File: config.mk
export PLATFORM = sky130hd
export DESIGN_NAME = palette_arbiter_flat
export DESIGN_NICKNAME = d
export VERILOG_FILES = /design/src/rtl/palette_arbiter_if.sv /design/src/rtl/palette_arbiter.sv /design/src/flat_wrapper.sv
export SDC_FILE = /design/constraint.sdc
export NUM_CORES = 1
export LEC_CHECK = 0
export ABC_AREA = 1
export CORE_MARGIN = 8
export CORE_UTILIZATION = 43
export DETAILED_ROUTE_END_ITERATION = 8
export PLACE_DENSITY_LB_ADDON = 0.3
export SLEW_MARGIN = 20
export SYNTH_ARGS = -nofsm -noshare
export SYNTH_HDL_FRONTEND = slang
export SYNTH_SLANG_ARGS = --single-unit
File: constraint.sdc
create_clock -name clk -period 1.9 [get_ports clk]
set_input_delay 0.19 -clock clk [delete_from_list [all_inputs] [get_ports clk]]
set_output_delay 0.19 -clock clk [all_outputs]
set_load 0.01 [all_outputs]
File: src/rtl/palette_arbiter_if.sv
// CPU-side request bus of the palette arbiter (PPUDATA accesses into the palette RAM).
interface palette_arbiter_if;
    logic       cpu_req;
    logic       cpu_wr;
    logic [4:0] cpu_addr;
    logic [7:0] cpu_wdata;
    logic       cpu_busy;
    logic       cpu_ack;
    logic [7:0] cpu_rdata;

    modport master (
        output cpu_req, cpu_wr, cpu_addr, cpu_wdata,
        input  cpu_busy, cpu_ack, cpu_rdata
    );

    modport slave (
        input  cpu_req, cpu_wr, cpu_addr, cpu_wdata,
        output cpu_busy, cpu_ack, cpu_rdata
    );
endinterface

File: src/rtl/palette_arbiter.sv
// Time-shares the single-port palette RAM between the renderer and one buffered CPU request.
// Optional greyscale masking of renderer colours is enabled by defining PAL_GREY_EN.
module palette_arbiter #(
    parameter int MAX_WAIT = 8
) (
    input  logic                    clk,
    input  logic                    rst,
    input  logic                    rend_en,
    input  logic [4:0]              rend_addr,
    output logic                    rend_valid,
    output logic [5:0]              rend_color,
    palette_arbiter_if.slave        cpu,
    input  logic                    grey,
    output logic [4:0]              pal_addr,
    output logic                    pal_wr,
    output logic [7:0]              pal_wdata,
    input  logic [7:0]              pal_rdata
);

    localparam int            WW       = $clog2(MAX_WAIT + 1);
    localparam logic [WW-1:0] WAIT_MAX = WW'(MAX_WAIT);

    function automatic logic [WW-1:0] wait_inc(input logic [WW-1:0] w);
        return (w == WAIT_MAX) ? w : w + WW'(1);
    endfunction

    function automatic logic [4:0] backdrop_remap(input logic [4:0] a);
        return (a[1:0] == 2'b00) ? 5'h00 : a;
    endfunction

    logic          busy_q, pend_q;
    logic [WW-1:0] wait_q, wait_d;
    logic          buf_wr_q;
    logic [4:0]    buf_addr_q;
    logic [7:0]    buf_wdata_q;
    logic          grant_rend, grant_cpu, accept;

    logic          rend_vld_p1_q, steal_p1_q, cpu_p1_q, rd_p1_q;
    logic          rend_vld_p2_q, ack_p2_q;
    logic [5:0]    color_p2_q, color_d;
    logic [7:0]    rdata_p2_q;

`ifdef PAL_GREY_EN
    function automatic logic [5:0] grey_mask(input logic [5:0] c, input logic g);
        return g ? (c & 6'h30) : c;
    endfunction
    assign color_d = grey_mask(pal_rdata[5:0], grey);
`else
    logic unused_grey;
    assign unused_grey = grey;
    assign color_d     = pal_rdata[5:0];
`endif

    // Slot N: renderer owns the slot unless a pending CPU request has waited long enough.
    always_comb begin
        grant_rend = 1'b0;
        grant_cpu  = 1'b0;
        if (!rst) begin
            grant_cpu  = pend_q && (!rend_en || (wait_q == WAIT_MAX));
            grant_rend = rend_en && !grant_cpu;
        end
        pal_addr  = 5'h00;
        pal_wr    = 1'b0;
        pal_wdata = 8'h00;
        if (grant_cpu) begin
            pal_addr  = buf_addr_q;
            pal_wr    = buf_wr_q;
            pal_wdata = buf_wr_q ? buf_wdata_q : 8'h00;
        end else if (grant_rend) begin
            pal_addr = backdrop_remap(rend_addr);
        end
        accept = cpu.cpu_req && !busy_q;
        if (grant_cpu)
            wait_d = '0;
        else if (pend_q)
            wait_d = wait_inc(wait_q);
        else
            wait_d = wait_q;
    end

    always_ff @(posedge clk) begin
        if (accept) begin
            buf_wr_q    <= cpu.cpu_wr;
            buf_addr_q  <= cpu.cpu_addr;
            buf_wdata_q <= cpu.cpu_wdata;
        end
    end

    always_ff @(posedge clk) begin
        if (rst) begin
            busy_q        <= 1'b0;
            pend_q        <= 1'b0;
            wait_q        <= '0;
            rend_vld_p1_q <= 1'b0;
            steal_p1_q    <= 1'b0;
            cpu_p1_q      <= 1'b0;
            rd_p1_q       <= 1'b0;
            rend_vld_p2_q <= 1'b0;
            ack_p2_q      <= 1'b0;
            color_p2_q    <= 6'h00;
            rdata_p2_q    <= 8'h00;
        end else begin
            wait_q <= wait_d;
            if (accept) begin
                busy_q <= 1'b1;
                pend_q <= 1'b1;
            end else begin
                if (grant_cpu) pend_q <= 1'b0;
                if (ack_p2_q)  busy_q <= 1'b0;
            end
            // Stage p1: RAM read in flight, remember who owns the slot
            rend_vld_p1_q <= grant_rend;
            steal_p1_q    <= grant_cpu && rend_en;
            cpu_p1_q      <= grant_cpu;
            rd_p1_q       <= grant_cpu && !buf_wr_q;
            // Stage p2: capture RAM data into the output registers
            rend_vld_p2_q <= rend_vld_p1_q || steal_p1_q;
            if (rend_vld_p1_q) color_p2_q <= color_d;
            ack_p2_q <= cpu_p1_q;
            if (cpu_p1_q && rd_p1_q) rdata_p2_q <= pal_rdata;
        end
    end

    assign rend_valid    = rend_vld_p2_q;
    assign rend_color    = color_p2_q;
    assign cpu.cpu_busy  = busy_q;
    assign cpu.cpu_ack   = ack_p2_q;
    assign cpu.cpu_rdata = rdata_p2_q;

endmodule

File: src/flat_wrapper.sv
// flat-port wrapper written by rule: the top's interface ports become plain ports
module palette_arbiter_flat 
#(
    parameter int MAX_WAIT = 8
)
  (clk, rst, rend_en, rend_addr, rend_valid, rend_color, grey, pal_addr, pal_wr, pal_wdata, pal_rdata, cpu_cpu_req, cpu_cpu_wr, cpu_cpu_addr, cpu_cpu_wdata, cpu_cpu_busy, cpu_cpu_ack, cpu_cpu_rdata);
  palette_arbiter_if cpu_i ();
  input  logic clk;
  input  logic rst;
  input  logic rend_en;
  input  logic [4:0] rend_addr;
  output logic rend_valid;
  output logic [5:0] rend_color;
  input  logic grey;
  output logic [4:0] pal_addr;
  output logic pal_wr;
  output logic [7:0] pal_wdata;
  input  logic [7:0] pal_rdata;
  input wire logic [$bits(cpu_i.cpu_req)-1:0] cpu_cpu_req;
  input wire logic [$bits(cpu_i.cpu_wr)-1:0] cpu_cpu_wr;
  input wire logic [$bits(cpu_i.cpu_addr)-1:0] cpu_cpu_addr;
  input wire logic [$bits(cpu_i.cpu_wdata)-1:0] cpu_cpu_wdata;
  output wire logic [$bits(cpu_i.cpu_busy)-1:0] cpu_cpu_busy;
  output wire logic [$bits(cpu_i.cpu_ack)-1:0] cpu_cpu_ack;
  output wire logic [$bits(cpu_i.cpu_rdata)-1:0] cpu_cpu_rdata;
  assign cpu_i.cpu_req = cpu_cpu_req;
  assign cpu_i.cpu_wr = cpu_cpu_wr;
  assign cpu_i.cpu_addr = cpu_cpu_addr;
  assign cpu_i.cpu_wdata = cpu_cpu_wdata;
  assign cpu_cpu_busy = cpu_i.cpu_busy;
  assign cpu_cpu_ack = cpu_i.cpu_ack;
  assign cpu_cpu_rdata = cpu_i.cpu_rdata;
  palette_arbiter #(.MAX_WAIT(MAX_WAIT)) u_core (.clk(clk), .rst(rst), .rend_en(rend_en), .rend_addr(rend_addr), .rend_valid(rend_valid), .rend_color(rend_color), .cpu(cpu_i), .grey(grey), .pal_addr(pal_addr), .pal_wr(pal_wr), .pal_wdata(pal_wdata), .pal_rdata(pal_rdata));
endmodule
==> results of run 1 <==
==> what timing repair did <==
action | CTS | global route
buffers inserted | 0 | 0
hold endpoints to repair | 0 | 0
hold buffers | 0 | 0
endpoints found under the setup margin | 14 | 14
resized for setup | 21 | 24
==> kinds of logic after synthesis <==
kind of cell | count (synthesis) | synth area share (%)
xor gates and xnor gates | 1 | 0.5427
and+or+nand+nor | 91 | 27.52
buffers and inverters | 21 | 5.813
adders and majority gates | 2 | 1.550
DFF | 40 | 58.29
AOI/OAI and AO/OA | 20 | 6.279
==> final cells by class <==
cell class	count	area, um2	area share [%]
flip-flops and latches	40	940.9	39.06
repair buffers	77	660.6	27.43
multi-input cells	114	581.8	24.16
clock buffers	7	90.09	3.740
inverters	17	68.82	2.857
well taps	48	60.06	2.494
clock inverters	1	6.256	0.2597
==> path summary, 6_finish.rpt <==
check | from | to
setup / recovery | u_core.wait_q[0] | pal_addr[3]
hold / removal | u_core.cpu_p1_q | u_core.cpu.cpu_ack
setup reg to reg | u_core.wait_q[0] | u_core.wait_q[0]
hold reg to reg | u_core.cpu_p1_q | u_core.cpu.cpu_ack
==> metrics by stage <==
| stage | worst slack, ns | hold WS [ns] |
|---|---|---|
| after detailed placement | -0.05543 | 0.4220 |
| after global placement | -0.01824 | 0.4139 |
| final | 0.1675 | 0.4307 |
| after global routing | 0.01900 | 0.4383 |
| after floorplan | 0.4972 | 0.2591 |
| after CTS | 0.001286 | 0.4309 |
==> flip-flops by register name, indices dropped and copies added (netlist names), 4 cells and up <==
| name | cells |
|---|---|
| u_core.wait_q | 4 |
| u_core.buf_addr_q | 5 |
| u_core.cpu.cpu_rdata | 8 |
| u_core.buf_wdata_q | 8 |
| u_core.rend_color | 6 |
==> layer usage <==
metal  share of wire, %  wire length, um  vias up  track usage, %
met1                 41             1442      574           12.29
met5                  0                0        -               0
met2                 45             1575       62           19.88
met4                1.9               68        0           6.226
met3                 13              443        6           8.625
li1                   -                -      729               -
==> power by group through the flow <==
| stage | combinational [mW] | clock, mW | sequential (mW) |
|---|---|---|---|
| after floorplan | 0.0880 | 0 | 0.968 |
| after global placement | 0.230 | 0 | 0.969 |
| after detailed placement | 0.234 | 0 | 0.970 |
| after CTS | 0.232 | 0.610 | 0.951 |
| after global routing | 0.247 | 0.639 | 0.955 |
| final | 0.225 | 0.580 | 0.951 |
==> synthesized netlist by cell type <==
cell type and count:
a21oi_1 5, a31oi_1 1, buf_1 1, buf_2 1, buf_6 1, clkbuf_2 1, dfxtp_1 26, edfxtp_1 14
ha_1 2, inv_1 14, inv_2 2, inv_6 1, nand2_1 21, nand2_4 2, nand3_1 10, nand3_4 1
nand4_1 6, nor2_1 40, nor2_2 9, nor2_4 1, nor2_8 1, o21ai_0 11, o21ai_1 3, xor2_1 1
==> worst max-delay path, delay by kind of cell (launching register included) <==
kind | cells | cell delay (ns)
adder cells (fa/ha/maj) | 1 | 0.20
AND/OR/NAND/NOR | 4 | 0.29
flip-flops | 1 | 0.33
AO/OA/AOI/OAI | 1 | 0.12
buffers and inverters | 3 | 0.32
==> flow_summary.toml, run 1 <==
[pwr]
seq_power_share_pct = 54.1
internal_power_mw = 1.364
p_sw_mw = 0.3923
p_leak_nw = 1.021
power_switching_share_pct = 22.34
clock_power_share_pct = 33.0
finalPower_mw = 1.756
cellPowerDensity_mw_per_mm2 = 729.0
irDropWorstVdd_mv = 0.5555
comb_power_share_pct = 12.8

[sta]
min_period_over_period_pct = 91.18
fin_setup_tns_ns = 0
fmax_ghz = 0.5772
period_needed_ns = 1.732
tightest_slew_ns = 0.3591
rsz0062_at_grt = "no"
clock_skew_ns = 0.005395
finalSetupViolations = 0
finalHoldViolations = 0
relSlewSlack_pct = 76.06
drv_slew = 0

[final_layout]
diodes = 0
drive_above_1_share_pct = 21.88
fin_nets = 289
mostFrequentLayoutCells = "clkdlybuf4s50_1, nor2_1, dfxtp_1, nand2_1, buf_4"
syn2layout_area_growth_pct = 49.22
finalInstanceArea_mm2 = 0.002409
final_common_cell = "clkdlybuf4s50_1"
finalNonFillerCells = 304
fin_util_pct = 66.29
nFillCells = 324

[placed_design]
dp_hpwl_um = 2871
place_area_mm2 = 0.002380
port_buffers = 61
place_congestion = 0.8102
dp_cells = 296

[grt]
grt_pass1_wl_um = 5954
grt_max_degree = 17
overflow = 0
grt_pass1_vias = 1403
grt_antenna_before_repair = 0
grt_use_total_pct = 12.61

[worst_setup_path]
crit_path_start_kind = "register"
cp_common_cell = "nand2_1"
crit_fanout = 5
crit_type = "register to output pin"
r2r_slack_ns = 0.63
reg2regPathDepth = 8
slowest_stage = "dfxtp_1"
crit_arrival_ns = 1.54
crit_chain = "inv_1, ha_2, nand2_1, nor2_1, a21oi_1, buf_4, nand3_1, nand2_1, buf_2"
end_kind = "output pin"
cp_data_required_time_ns = 1.71
max_stage_delay_ns = 0.33

[worst_hold_path]
whs_path_depth = 2
hold_class = "register to register"

[die]
io_pins = 63
die_h_um = 77.27
die_w_um = 77.27
start_util_pct = 44.42
row_count = 22
die_area_mm2 = 0.005970
coreArea_mm2 = 0.003633

[clock_network]
clk_latency_ns = 0.29
htreeDepth = 2
numCtsBuffers = 5
cts_tree = "done"
cts_sinks = 40
clock_path_buffers = 2
cts_root_buf = "clkbuf_8"
clkTransAtPathRegs_ns = 0.07

[synthesis]
syn_inst = 175
yosysTopAreaCellShare_pct = 32.25
ys_warn_count = 0
syn_area_mm2 = 0.001614
syn_avg_cell_area_um2 = 9.223
ys_seq_area_share_pct = 58.29
synthesis.nets = 209
synth.distinct_cells = 24
ys_top_cells_by_area = "dfxtp_1, edfxtp_1, nor2_1"
yosysTopAreaCell = "dfxtp_1"
ys_ff_latch = 40

[routing]
viasPerCell = 4.510
vias = 1371
drt_pass1_iterations = 4
wl_um = 3531
drtAntennaViolNets = 0
drc_errors = 0
wire_per_inst_um = 11.62
initialDrtViolationCount = 34

[flow_run]
cap_viol_max_count = 0

[outcome]
outcome = "completed"
No activity file was read; power rests on OpenSTA's default activity.
==> run 2: changes to the inputs <==
SKIP_LAST_GASP = 1   (was not set)
==> run 2 against run 1 <==
Net effect: count of clock-buffer cells in the layout unchanged; worst hold slack did not move; fmax down 0.33%; flip-flop and latch count did not move; clock skew is essentially flat; die area stayed put; register-to-register slack about the same; critical path depth unchanged; combinational power is essentially flat; non-clock buffer count did not move; cell count unchanged; first-iteration DRC count did not move; largest power group unchanged; highest routed layer unchanged.
==> flow_summary.toml, run 2 (synthesized netlist as in run 1, its figures left out) <==
[clock_network]
clkTransAtPathRegs_ns = 0.07
htreeDepth = 2
cts_sinks = 40
cts_tree = "done"
cts_root_buf = "clkbuf_8"
cts_setup_buffers = 0
numCtsBuffers = 5
clk_latency_ns = 0.29
clock_path_buffers = 2
holdBufCountCts = 0

[die]
die_w_um = 77.27
start_util_pct = 44.42
die_h_um = 77.27
io_pins = 63
row_count = 22
coreArea_mm2 = 0.003633
die_area_mm2 = 0.005970

[routing]
vias = 1371
wire_per_inst_um = 11.61
initialDrtViolationCount = 34
drtAntennaViolNets = 0
drt_pass1_iterations = 4
wl_um = 3529
drc_errors = 0
viasPerCell = 4.510

[worst_setup_path]
crit_path_start_kind = "register"
slowest_stage = "dfxtp_1"
regToRegStartpoint = "u_core.wait_q[0]"
r2r_slack_ns = 0.63
r2r-end = "u_core.wait_q[0]"
crit_type = "register to output pin"
cp_data_required_time_ns = 1.71
end_kind = "output pin"
reg2regPathDepth = 8
crit_chain = "inv_1, ha_2, nand2_1, nor2_1, a21oi_1, buf_4, nand3_1, nand2_1, clkbuf_2"
crit_arrival_ns = 1.55
cp_common_cell = "nand2_1"
max_stage_delay_ns = 0.33
crit_fanout = 5

[final_layout]
drive_above_1_share_pct = 21.88
mostFrequentLayoutCells = "clkdlybuf4s50_1, nor2_1, dfxtp_1, nand2_1, buf_4"
syn2layout_area_growth_pct = 49.22
fin_util_pct = 66.29
diodes = 0
finalNonFillerCells = 304
final_common_cell = "clkdlybuf4s50_1"
fin_nets = 289
nFillCells = 324

[grt]
overflow = 0
grt_pass1_vias = 1403
grt_pass1_wl_um = 5954
grt_antenna_before_repair = 0
grt_max_degree = 17
grt_use_total_pct = 12.61

[sta]
finalHoldViolations = 0
period_needed_ns = 1.738
relSlewSlack_pct = 76.06
min_period_over_period_pct = 91.49
tightest_slew_ns = 0.3591
fin_ws_ns = 0.1618
clock_skew_ns = 0.005400
rsz0062_at_grt = "no"
fmax_ghz = 0.5753
drv_slew = 0
finalSetupViolations = 0

[worst_hold_path]
whs_path_depth = 2
hold_end = "u_core.cpu.cpu_ack"
hold_class = "register to register"
min_from = "u_core.cpu_p1_q"

[placed_design]
place_congestion = 0.8102
port_buffers = 61
place_ws_ns = -0.05543
dp_hpwl_um = 2871
dp_cells = 296

[pwr]
irDropWorstVdd_mv = 0.5555
internal_power_mw = 1.364
cellPowerDensity_mw_per_mm2 = 729.0
comb_power_share_pct = 12.8
seq_power_share_pct = 54.1
p_sw_mw = 0.3923
clock_power_share_pct = 33.0
p_leak_nw = 1.020
power_switching_share_pct = 22.34

[outcome]
outcome = "completed"

[flow_run]
cap_viol_max_count = 0
==> run 2: cell types whose count changed in the layout (fill, tap and decap cells not counted) <==
cell	previous run	this run
buf_2	2	1
clkbuf_2	12	13
==> run 2: final cells by class <==
class / instances / area (um2) / share of cell area, %
repair buffers: 77 / 660.6 / 27.43
well taps: 48 / 60.06 / 2.494
inverters: 17 / 68.82 / 2.857
clock inverters: 1 / 6.256 / 0.2597
multi-input cells: 114 / 581.8 / 24.16
flip-flops and latches: 40 / 940.9 / 39.06
clock buffers: 7 / 90.09 / 3.740
==> run 2: through the flow <==
step	area (um2)	power, mW	hold WS, ns	TNS (ns)
global route	2409	1.841	0.4383	0
finish	2409	1.756	0.4307	0
floorplan	1614	1.056	0.2591	0
global placement	2380	1.199	0.4139	-0.05925
detailed placement	2380	1.204	0.4220	-0.4004
CTS	2465	1.792	0.4309	-0.04091
==> run 2: how the worst max path moves through the flow <==
| stage | from | to | slack [ns] |
|---|---|---|---|
| after floorplan | u_core.wait_q[0] | pal_addr[0] | 0.50 |
| after global placement | rend_en | pal_wdata[7] | -0.02 |
| after detailed placement | rend_en | pal_wdata[0] | -0.06 |
| after CTS | u_core.wait_q[0] | pal_addr[3] | -0.04 |
| after global routing | u_core.wait_q[0] | pal_addr[3] | 0.02 |
| final | u_core.wait_q[0] | pal_addr[3] | 0.16 |
==> run 2: power groups by stage <==
| stage | Clock [mW] | Combinational [mW] | Sequential, mW |
|---|---|---|---|
| 2_1_floorplan | 0 | 0.0880 | 0.968 |
| 3_5_place_dp | 0 | 0.234 | 0.970 |
| 4_1_cts | 0.610 | 0.231 | 0.951 |
| 3_3_place_gp | 0 | 0.230 | 0.969 |
| 5_1_grt | 0.639 | 0.247 | 0.955 |
| 6_report | 0.580 | 0.225 | 0.951 |
==> run 2: per-layer routing <==
layer / wire (um) / GRT usage (%) / up-vias
met4: 68 / 6.226 / 0
met5: 0 / 0 / -
met2: 1574 / 19.88 / 62
met1: 1442 / 12.29 / 574
li1: - / - / 729
met3: 443 / 8.625 / 6
==> run 2: critical path, delay by kind of cell, from the launching register on <==
family                   cells  cell delay [ns]
AO/OA/AOI/OAI                1             0.12
adder cells (fa/ha/maj)      1             0.20
flip-flops                   1             0.33
buffers and inverters        3             0.32
AND/OR/NAND/NOR              4             0.29
==> run 2: timing repair <==
item / 4_1_cts / 5_1_grt
pin swaps: 0 / 0
resized for setup: 19 / 25
endpoints found under the setup margin: 14 / 14
